**config.mk**
```make
export PLATFORM = sky130hd
export DESIGN_NAME = sb_tx_arbiter
export DESIGN_NICKNAME = d
export VERILOG_FILES = /design/src/rtl/sb_tx_arbiter.sv
export SDC_FILE = /design/constraint.sdc
export NUM_CORES = 1
export LEC_CHECK = 0
export CAP_MARGIN = 20
export CORE_ASPECT_RATIO = 0.7
export CORE_MARGIN = 3
export CORE_UTILIZATION = 42
export DETAILED_ROUTE_END_ITERATION = 8
export PLACE_DENSITY = 0.78
export SKIP_CTS_REPAIR_TIMING = 1
export SLEW_MARGIN = 10
export SYNTH_ARGS = -nofsm -noshare
export SYNTH_HDL_FRONTEND = slang
export SYNTH_SLANG_ARGS = --single-unit
```
**constraint.sdc**
```tcl
create_clock -name i_clk -period 2.3 [get_ports i_clk]
set_clock_uncertainty 0.2 [all_clocks]
set_input_delay 0.23 -clock i_clk [delete_from_list [all_inputs] [get_ports i_clk]]
set_output_delay 0.23 -clock i_clk [all_outputs]
set_load 0.02 [all_outputs]
```
**src/rtl/sb_tx_arbiter.sv**
```systemverilog
`default_nettype none
// ==== sb_tx_arbiter : round-robin sideband TX arbiter with pattern priority and busy timeout | rev 1.0 ====
module sb_tx_arbiter #(
  parameter int MSG_W        = 8,
  parameter int BUSY_TIMEOUT = 8
) (
  input  logic             i_clk,
  input  logic             i_rst_n,
  input  logic             i_pattern_req,
  input  logic [1:0]       i_req,
  input  logic [MSG_W-1:0] i_req0_msg,
  input  logic [MSG_W-1:0] i_req1_msg,
  input  logic             i_tx_busy,
  input  logic             i_start_pattern_done,
  output logic             o_start_pattern_req,
  output logic             o_msg_valid,
  output logic [MSG_W-1:0] o_msg,
  output logic [1:0]       o_grant,
  output logic [1:0]       o_done,
  output logic             o_pattern_done,
  output logic             o_timeout_err
);

  typedef enum logic [2:0] {
    S_IDLE      = 3'd0,
    S_PATTERN   = 3'd1,
    S_LAUNCH    = 3'd2,
    S_WAIT_BUSY = 3'd3,
    S_WAIT_IDLE = 3'd4,
    S_COMPLETE  = 3'd5
  } state_t;

  localparam logic [3:0] c_cnt_last = 4'(BUSY_TIMEOUT - 1);

  state_t           state_q, state_d;
  logic             ptr_q, ptr_d;
  logic [3:0]       cnt_q, cnt_d;
  logic [1:0]       grant_q, grant_d;
  logic [MSG_W-1:0] msg_q, msg_d;
  logic             err_q, err_d;
  logic             pat_done_q, pat_done_d;
  logic [1:0]       w_win;

  // ptr_q holds the index of the last winner; on contention the other side wins.
  always_comb begin
    w_win = 2'b00;
    case (i_req)
      2'b01:   w_win = 2'b01;
      2'b10:   w_win = 2'b10;
      2'b11:   w_win = ptr_q ? 2'b01 : 2'b10;
      default: w_win = 2'b00;
    endcase
  end

  always_comb begin
    state_d    = state_q;
    ptr_d      = ptr_q;
    cnt_d      = 4'd0;
    grant_d    = grant_q;
    msg_d      = msg_q;
    err_d      = err_q;
    pat_done_d = 1'b0;
    case (state_q)
      S_IDLE: begin
        if (i_pattern_req) begin
          state_d = S_PATTERN;
        end else if (|i_req) begin
          grant_d = w_win;
          msg_d   = w_win[1] ? i_req1_msg : i_req0_msg;
          state_d = S_LAUNCH;
        end
      end
      S_PATTERN: begin
        if (i_start_pattern_done) begin
          pat_done_d = 1'b1;
          state_d    = S_IDLE;
        end
      end
      S_LAUNCH: state_d = S_WAIT_BUSY;
      S_WAIT_BUSY: begin
        if (i_tx_busy) begin
          state_d = S_WAIT_IDLE;
        end else if (cnt_q == c_cnt_last) begin
          err_d   = 1'b1;
          state_d = S_COMPLETE;
        end else begin
          cnt_d = cnt_q + 4'd1;
        end
      end
      S_WAIT_IDLE: begin
        if (!i_tx_busy) state_d = S_COMPLETE;
      end
      S_COMPLETE: begin
        ptr_d   = grant_q[1];
        grant_d = 2'b00;
        state_d = S_IDLE;
      end
      default: state_d = S_IDLE;
    endcase
  end

  always_ff @(posedge i_clk or negedge i_rst_n) begin
    if (!i_rst_n) begin
      state_q    <= S_IDLE;
      ptr_q      <= 1'b0;
      cnt_q      <= 4'd0;
      grant_q    <= 2'b00;
      msg_q      <= '0;
      err_q      <= 1'b0;
      pat_done_q <= 1'b0;
    end else begin
      state_q    <= state_d;
      ptr_q      <= ptr_d;
      cnt_q      <= cnt_d;
      grant_q    <= grant_d;
      msg_q      <= msg_d;
      err_q      <= err_d;
      pat_done_q <= pat_done_d;
    end
  end

  // Strobes decode straight from state so an async reset silences them at once.
  assign o_start_pattern_req = (state_q == S_PATTERN);
  assign o_msg_valid         = (state_q == S_LAUNCH);
  assign o_done              = (state_q == S_COMPLETE) ? grant_q : 2'b00;
  assign o_msg               = msg_q;
  assign o_grant             = grant_q;
  assign o_pattern_done      = pat_done_q;
  assign o_timeout_err       = err_q;

endmodule
`default_nettype wire
```
==> flow_summary.json <==
{
  "share_of_synthesized_cell_area_in_and_or_nand_and_nor_gates": 0.1658,
  "detail_route.vias_per_cell": 4.955,
  "setup_total_negative_slack_ns": 0,
  "cts_buffers": 3,
  "timing.critical_path.max_delay_family": "buffers and inverters",
  "synthXorXnorAreaFrac": 0.01772,
  "port-buffer-count": 38,
  "finalNetCount": 149,
  "hold_ws_ns": 0.06013,
  "max-slew-margin-rel": 0.6805,
  "largest_family_of_logic_cells_by_synthesized_area": "multiplexers",
  "detailroute.via_count": 768,
  "report.final.hold_viol_count": 0,
  "fin_cells": 155,
  "layout.area.seq_um2": 501.7,
  "tightestPinTransition_ns": 0.4775,
  "postSynthCellCount": 81,
  "diodes": 0,
  "max-vdd-ir-drop_uv": 522.7,
  "drt_first_iter_violations": 17,
  "post_synth_mux_area_share": 0.1823,
  "grt_setup_unrepaired": "false",
  "synth_fa_ha_area_frac": 0.01266,
  "final_slew_viol_count": 0,
  "antenna_violations_before_repair": 0,
  "report.power.total_uw": 1553,
  "total_track_usage": 0.1574,
  "synthesis_warning_total": 0,
  "grt_start_max_net_pins": 21,
  "synthesis.area_um2": 988.4,
  "route.detailed.wl_per_inst_um": 14.70,
  "die_width_um": 63.99,
  "die_height_um": 46.59,
  "cts_num_sinks": 20,
  "cp_slowest_cell": "clkdlybuf4s50_1",
  "cellLeakagePower_uw": 0.0006278,
  "max_clock_freq_mhz": 453.1,
  "synthesis.area_per_instance_um2": 12.20,
  "multi_input_area_um2": 467.9,
  "timing.setup.critical_path_class": "reg2out",
  "post_route_cells_drive_above_1_share": 0.2195,
  "status": "finished clean",
  "route.antenna.remaining_nets": 0,
  "place_inst": 152,
  "drt_pre_antenna_iters": 4,
  "wl_mm": 2.278,
  "floorplan.initialDensity": 0.4514,
  "worstSetupStartpointType": "register",
  "crit_buf_inv": 1,
  "maxCapViolCount": 0,
  "timing.final.crit_share": 0.9596,
  "htreeDepth": 1,
  "syn_nets": 105,
  "p_per_area_nw_per_um2": 1072,
  "timing.critical_path.slowest_cell_delay_ns": 0.61,
  "fp-row-count": 14,
  "finalSetupViolations": 0,
  "yosysTopAreaCell": "dfrtp_1",
  "die_area_um2": 2981,
  "tritoncts": "yes",
  "worstPathArrival_ns": 1.78,
  "cts.root.buffer_cell": "clkbuf_4",
  "timing.final.crit_period_ns": 2.207,
  "layout.filler_cells": 168,
  "hold_path.class": "in2async",
  "post_route_drc_violation_count": 0,
  "synth.distinct_cells": 32,
  "first_pass_grt_wire_length_mm": 3.532,
  "crit_chain": "nor2b_2 > and3_1 > clkdlybuf4s50_1",
  "worst_ep_required_time_ns": 1.87,
  "synth.top_cell.area_share": 0.5063,
  "design.core.area_um2": 2190,
  "crit_fanout": 10,
  "place_worst_setup_slack_ns": 0.1356,
  "synth_seq_area_share": 0.5063,
  "timing.final.ws_setup_ns": 0.09290,
  "grt_overflow": 0,
  "first_global_vias": 774,
  "gp_congestion": 0.7830,
  "hpwlAfterDp_mm": 1.786,
  "reg_clk_slew_reported_paths_ns": 0.11,
  "clock_tree.buffer_depth": 2,
  "area_growth_syn_to_layout_pct": 46.58,
  "critical_path.endpoint_type": "primary output",
  "synth-compound-area-share": 0.09241,
  "synthTopCellsByArea": "dfrtp_1 (51%), mux2_2 (17%), a21boi_0 (2.3%), nor2_1 (2.3%), nor2_8 (2.0%)",
  "worst_skew_pair.late_latency_ns": 0.30,
  "boundaryPins": 39,
  "synth.ff_latch_count": 20
}
==> report_power, final <==
group	switching, uW	total [uW]	leakage [uW]	internal (uW)
clock network	103	164	0.0000138	61.0
registers	86.7	570	0.000252	483
logic	380	819	0.000362	439
total	570	1550	0.000628	983
==> metrics by stage <==
| stage | util | area, um^2 |
|---|---|---|
| after floorplan | - | 988.4 |
| after global placement | 0.6486 | 1420 |
| after detailed placement | 0.6486 | 1420 |
| after CTS | 0.6589 | 1443 |
| after global routing | 0.6617 | 1449 |
| final | 0.6617 | 1449 |
==> synth_stat cells <==
| library cell | number |
|---|---|
| a21o_1 | 1 |
| nor3b_1 | 1 |
| a21boi_1 | 1 |
| nor2_8 | 1 |
| a21boi_0 | 3 |
| buf_6 | 1 |
| nand2_1 | 3 |
| nand3_1 | 2 |
| dfrtp_1 | 20 |
| or4_4 | 1 |
| a21oi_1 | 1 |
| o21bai_1 | 1 |
| o31ai_1 | 1 |
| or3_1 | 1 |
| xor2_1 | 1 |
| clkbuf_1 | 2 |
| o21ai_0 | 1 |
| and2_1 | 2 |
| and3_1 | 2 |
| nand3b_1 | 2 |
| nand2b_1 | 1 |
| xnor2_1 | 1 |
| nor2b_1 | 3 |
| ha_1 | 1 |
| inv_1 | 1 |
| o211a_1 | 1 |
| o21ba_2 | 1 |
| nor2_1 | 6 |
| nor4bb_1 | 1 |
| mux2_2 | 15 |
| mux2_1 | 1 |
| a2111oi_0 | 1 |
==> layout make-up <==
type / instances / share of cell area
clock buffers: 3 / 0.01554
repair buffers: 42 / 0.2850
inverters: 1 / 0.002591
multi-input cells: 57 / 0.3230
flip-flops and latches: 20 / 0.3463
well taps: 32 / 0.02763
==> registers in the layout, summed over array words and instances (netlist names) <==
signal          count
cnt_q               4
o_grant             2
o_msg               8
o_pattern_done      1
o_timeout_err       1
ptr_q               1
state_q             3
==> worst paths after layout <==
path,startpoint,endpoint,slack (ns),cells past startpoint
worst max-delay path,state_q[1],o_done[1],0.09,3
worst min-delay path,i_rst_n,ptr_q,0.06,2
worst max register to register,state_q[1],o_msg[7],0.40,3
worst min register to register,cnt_q[0],cnt_q[0],0.27,1
max in group asynchronous,i_rst_n,state_q[1],1.62,2
min in group i_clk,cnt_q[0],cnt_q[0],0.27,1
==> cells by family after synthesis <==
group           Yosys count
fa+ha+maj                 1
compound gates           12
xor+xnor                  2
simple gates             26
flops                    20
buf+inv                   4
mux                      16
==> placed cells by master, fill, tap and decap left out, types with 3 or more instances in the layout <==
| master | instances |
|---|---|
| nor2_1 | 6 |
| nand2_1 | 3 |
| a21boi_0 | 3 |
| clkbuf_4 | 3 |
| clkdlybuf4s50_1 | 37 |
| buf_4 | 4 |
| mux2_2 | 15 |
| dfrtp_1 | 19 |
==> per-layer routing <==
metal,part of all wire,vias up,global-route usage
met2,0.51,21,0.2649
met4,0.0044,0,0.03863
met3,0.050,2,0.04878
li1,-,374,-
met5,0,-,0
met1,0.44,371,0.2006
Note: power is estimated with default switching activity, not from simulation.
